### config.mk
export PLATFORM = sky130hd
export DESIGN_NAME = uart_tx_arbiter
export DESIGN_NICKNAME = d
export VERILOG_FILES = /design/src/rtl/uart_tx_arbiter.sv
export SDC_FILE = /design/constraint.sdc
export NUM_CORES = 1
export LEC_CHECK = 0
export ABC_CLOCK_PERIOD_IN_PS = 1900
export CAP_MARGIN = 0
export CORE_MARGIN = 2
export CORE_UTILIZATION = 40
export CTS_CLUSTER_DIAMETER = 40
export DETAILED_ROUTE_END_ITERATION = 6
export HOLD_SLACK_MARGIN = 0.02
export PLACE_DENSITY = 0.76
export SLEW_MARGIN = 30
export SYNTH_ARGS = -nofsm -noshare
export SYNTH_HDL_FRONTEND = slang
export SYNTH_SLANG_ARGS = --single-unit
### constraint.sdc
create_clock -name clk -period 1.9 [get_ports clk]
set_input_delay 0.285 -clock clk [delete_from_list [all_inputs] [get_ports clk]]
set_output_delay 0.285 -clock clk [all_outputs]
set_load 0.02 [all_outputs]
### src/rtl/uart_tx_arbiter.sv
// rtl/uart_tx_arbiter.sv - round-robin arbiter sharing one UART transmitter between byte sources
module uart_tx_arbiter #(
  parameter int N_REQ   = 4,
  parameter int DATA_W  = 8,
  parameter int TIMEOUT = 4096
) (
  input  logic                      clk,
  input  logic                      rst,
  input  logic [N_REQ-1:0]          req_valid,
  input  logic [N_REQ*DATA_W-1:0]   req_data,
  output logic [N_REQ-1:0]          req_ready,
  output logic                      uart_tx_start,
  output logic [DATA_W-1:0]         uart_data,
  input  logic                      uart_tx_done_tick,
  output logic                      busy,
  output logic [$clog2(N_REQ)-1:0]  grant_id,
  output logic                      timeout_err
);

  localparam int ID_W = $clog2(N_REQ);
  localparam int WD_W = $clog2(TIMEOUT);

  typedef enum logic [1:0] {
    IDLE      = 2'd0,
    START     = 2'd1,
    WAIT_DONE = 2'd2
  } state_t;

  state_t            state, state_nxt;
  logic [ID_W-1:0]   rr_ptr;
  logic [WD_W-1:0]   wdog;
  logic              win_found;
  logic [ID_W-1:0]   win_idx;
  logic              accept;
  logic              release_tx;
  logic [ID_W-1:0]   next_ptr;

  // Round-robin search starting at rr_ptr; descending loop leaves the closest requester
  always_comb begin
    win_found = 1'b0;
    win_idx   = '0;
    for (int k = N_REQ - 1; k >= 0; k--) begin
      if (req_valid[(int'(rr_ptr) + k) % N_REQ]) begin
        win_found = 1'b1;
        win_idx   = ID_W'((int'(rr_ptr) + k) % N_REQ);
      end
    end
  end

  assign next_ptr = (grant_id == ID_W'(N_REQ - 1)) ? '0 : grant_id + 1'b1;
  assign busy     = (state != IDLE);

  // Next-state and handshake decode; everything is masked while reset is asserted
  always_comb begin
    state_nxt   = state;
    req_ready   = '0;
    accept      = 1'b0;
    release_tx  = 1'b0;
    timeout_err = 1'b0;
    case (state)
      IDLE: begin
        if (win_found) begin
          req_ready[win_idx] = 1'b1;
          accept             = 1'b1;
          state_nxt          = START;
        end
      end
      START: begin
        state_nxt = WAIT_DONE;
      end
      WAIT_DONE: begin
        if (uart_tx_done_tick) begin
          release_tx = 1'b1;
          state_nxt  = IDLE;
        end else if (wdog == WD_W'(TIMEOUT - 1)) begin
          release_tx  = 1'b1;
          timeout_err = 1'b1;
          state_nxt   = IDLE;
        end
      end
      default: begin
        state_nxt = IDLE;
      end
    endcase
    if (!rst) begin
      req_ready   = '0;
      accept      = 1'b0;
      release_tx  = 1'b0;
      timeout_err = 1'b0;
    end
  end

  // State register
  always_ff @(posedge clk) begin
    if (!rst) begin
      state <= IDLE;
    end else begin
      state <= state_nxt;
    end
  end

  // Grant capture, start pulse, watchdog and round-robin pointer
  always_ff @(posedge clk) begin
    if (!rst) begin
      rr_ptr        <= '0;
      grant_id      <= '0;
      uart_data     <= '0;
      uart_tx_start <= 1'b0;
      wdog          <= '0;
    end else begin
      uart_tx_start <= accept;
      if (accept) begin
        uart_data <= req_data[win_idx*DATA_W +: DATA_W];
        grant_id  <= win_idx;
      end
      if (state == START) begin
        wdog <= '0;
      end else if (state == WAIT_DONE) begin
        wdog <= wdog + 1'b1;
      end
      if (release_tx) begin
        rr_ptr <= next_ptr;
      end
    end
  end

endmodule

==> flow_summary.yaml <==
route:
  drtPass1Iterations: 4
  via_per_inst: 5.195
  wl_met3_microns: 147
  wl_met2_microns: 2235
  maxUsedRoutingLayer: "met4"
  wirelength_microns: 4566
  wl_per_cell_microns: 14.87
  ant_nets: 0
  drt_iter0_drc: 51
  drc: 0
  vias: 1595
  drt-met1-wl_microns: 2066
pwr:
  p_seq_share_pct: 42.3
  p_int_mw: 1.043
  switching_share_pct: 29.41
  total_leakage_power_nw: 1.020
  ir_drop_mv: 0.3150
  power_switching_uw: 434.7
  pwr-share-comb_pct: 34.5
  total_power_mw: 1.478
  clkPwrFrac_pct: 23.2
  power-per-cell-area_nw_per_um2: 588.3
critical_path:
  slowest_delay_ns: 0.35
  reg2reg_depth: 7
  r2r_start: "rr_ptr[1]"
  path_cells: "nor2_2 > inv_2 > nor3b_4 > a21boi_4 > nor2b_4 > buf_4"
  crit_required_ns: 1.62
  arrival_ns: 1.62
  crit_path_top_delay_cell: "dfxtp_2"
  start_kind: "flop"
  r2r_slack_ns: 0.02
  r2r-end: "uart_data[1]"
  path_class: "reg2out"
  cp_max_fo: 3
  end_kind: "output pin"
final_layout:
  fin_nets: 301
  num_antenna_cells: 0
  area_growth_pct: 66.50
  final_cells: 307
  fin_area_sq_um: 2512
  drive_gt1_share_pct: 30.50
floorplan:
  rows: 22
  start_util_pct: 41.53
  ios: 56
  dieWidth_microns: 65.42
  dieArea_sq_um: 4280
  die_h_microns: 65.42
  design.core.area_sq_um: 3633
timing:
  post-route-period-util_pct: 100.3
  setup_viol: 1
  fin_ws_ns: -0.004783
  worst_slew_pin_slew_ns: 0.4441
  grt_setup_unrepaired: "yes"
  maxSlewViolCount: 0
  finalHoldViolCount: 0
  skew_ns: 0.005951
  fmax_mhz: 525.0
  min_period_ns: 1.905
  slew-limit-headroom_pct: 70.26
synth:
  synth_most_common_cell: "dfxtp_1"
  yosysUniqueCellTypes: 43
  muxShareOfSynthArea_pct: 9.536
  syn_area_per_cell_sq_um: 9.036
  synth.area.top_cells: "dfxtp_1, a221o_1, mux2_4"
  netlist_top_cells_count: "dfxtp_1, nor2_1, nand3_1"
  synthFlopType: "dfxtp_1"
  synthCells: 167
  ys_seq_area_share_pct: 35.82
  synth_top_family_by_area: "simple AND/OR/NAND/NOR gates"
  synth_top_area_share_pct: 35.82
  syn-cell-area_sq_um: 1509
  synthXorXnorAreaFrac_pct: 5.224
  synth_compound_area_share_pct: 19.98
  synthAdderAreaFrac_pct: 1.658
  synth_async_sr_flop_share_pct: 0
  synth-simple-area-share_pct: 24.38
  postSynthRegisterBits: 27
  synth_area_leader_cell: "dfxtp_1"
  yosys_warnings: 0
  syn_nets: 208
  synth-edff-count: 0
worst_hold_path:
  holdPathStages: 2
  holdCritStartpoint: "wdog[6]"
  hold-path-endpoint: "wdog[6]"
  hold_class: "reg2reg"
clock_network:
  numCtsBuffers: 3
  clk_transition_reported_paths_ns: 0.10
  cts-root-buf: "clkbuf_8"
  cts_sinks: 27
  cts_hold_buf: 0
  clk_latency_ns: 0.28
  htree_num_levels: 1
  cts.path.max_buffers: 2
  cts_tree: "done"
placement:
  dp.cells: 298
  preCtsSetupSlack_ns: -0.6035
  hpwl_microns: 3384
  gp_congestion: 0.8037
  io_buffers: 55
  placed_area_sq_um: 2354
global_route:
  grt_util_all_layers_pct: 21.24
  grt_max_degree: 16
  grt_pass1_vias: 1588
  grt_pass1_wl_microns: 7148
  grt-ovfl-total: 0
  antenna_found_initial: 0
run_status:
  status: "finished with violations"
  violations: "negative setup slack"
run:
  max_cap_violations: 0
## what timing repair did
action	CTS	global route
gates resized for setup	31	23
pin swaps	5	9
gates cloned	0	0
setup buffers	1	4
setup endpoints to repair	13	13
## per-layer routing
metal	vias up	global-route usage, %
li1	797	-
met4	0	9.375
met3	11	1.199
met5	-	0
met1	745	27.12
met2	42	36.86
## worst max path at each step
stage / from / endpoint / slack [ns] / cells past startpoint
after floorplan: state[1] / req_ready[0] / 0.05 / 6
after CTS: rr_ptr[1] / uart_data[6] / -0.06 / 6
final: state[0] / req_ready[0] / -0.005 / 6
after detailed placement: req_valid[2] / req_ready[0] / -0.60 / 6
after global routing: state[0] / req_ready[0] / -0.10 / 6
after global placement: req_valid[0] / req_ready[0] / -0.58 / 6
## critical path, delay by kind of cell, from the launching register on
kind / cells / cell delay [ns]
AO/OA/AOI/OAI: 1 / 0.26
buffers and inverters: 2 / 0.20
AND/OR/NAND/NOR: 3 / 0.53
flip-flops: 1 / 0.35
## sequential cells by signal (all words and copies together), names as in the netlist
name	cells
wdog	12
uart_data	8
grant_id	2
rr_ptr	2
state	2
uart_tx_start	1
## cell usage in the layout (no fill, tap or decap), types with 2 or more instances in the layout
master and instances:
a21boi_0 2, a21oi_1 10, a221o_1 9, and3_1 3
and4b_1 3, buf_4 39, buf_6 4, clkbuf_8 3
clkdlybuf4s50_1 46, dfxtp_1 22, dfxtp_2 4, dlygate4sd2_1 3
ha_1 2, inv_1 3, mux2_2 2, mux2_4 7
nand2_1 6, nand3_1 12, nand4_1 2, nor2_1 13
nor2b_1 7, nor3_2 2, nor3b_1 4, o21a_1 2
o21ai_0 11, or3_1 2, xnor2_1 2, xor2_1 7
## final cells by class
cell class / count / area, sq um
sequential: 27 / 549.3
clock inverter: 1 / 5.005
fill: 283 / 1121
clock buffer: 3 / 41.29
tap: 48 / 60.06
timing repair buffer: 95 / 854.6
inverter: 4 / 15.01
multi-input combinational: 129 / 987.2
## per-stage QoR
step                util, %  setup TNS [ns]  hold slack (ns)
finish                69.15       -0.004783           0.4935
global route          69.15         -0.3428           0.5187
CTS                   66.53        -0.09902           0.4934
detailed placement    64.77          -5.942           0.4737
global placement      64.77          -5.540           0.4675
floorplan                 -               0           0.4581
## power groups by stage
stage / registers [mW] / clock network [mW] / logic, mW
floorplan: 0.668 / 0 / 0.186
global placement: 0.635 / 0 / 0.457
detailed placement: 0.637 / 0 / 0.464
finish: 0.625 / 0.343 / 0.510
CTS: 0.624 / 0.358 / 0.471
global route: 0.629 / 0.376 / 0.542
## logic make-up after synthesis
logic type,count (synthesis)
AOI/OAI and AO/OA,42
and+or+nand+nor,65
muxes,11
xor gates and xnor gates,9
DFF,27
adders and majority gates,2
buffers and inverters,11
Note: power is estimated with default switching activity, not from simulation.
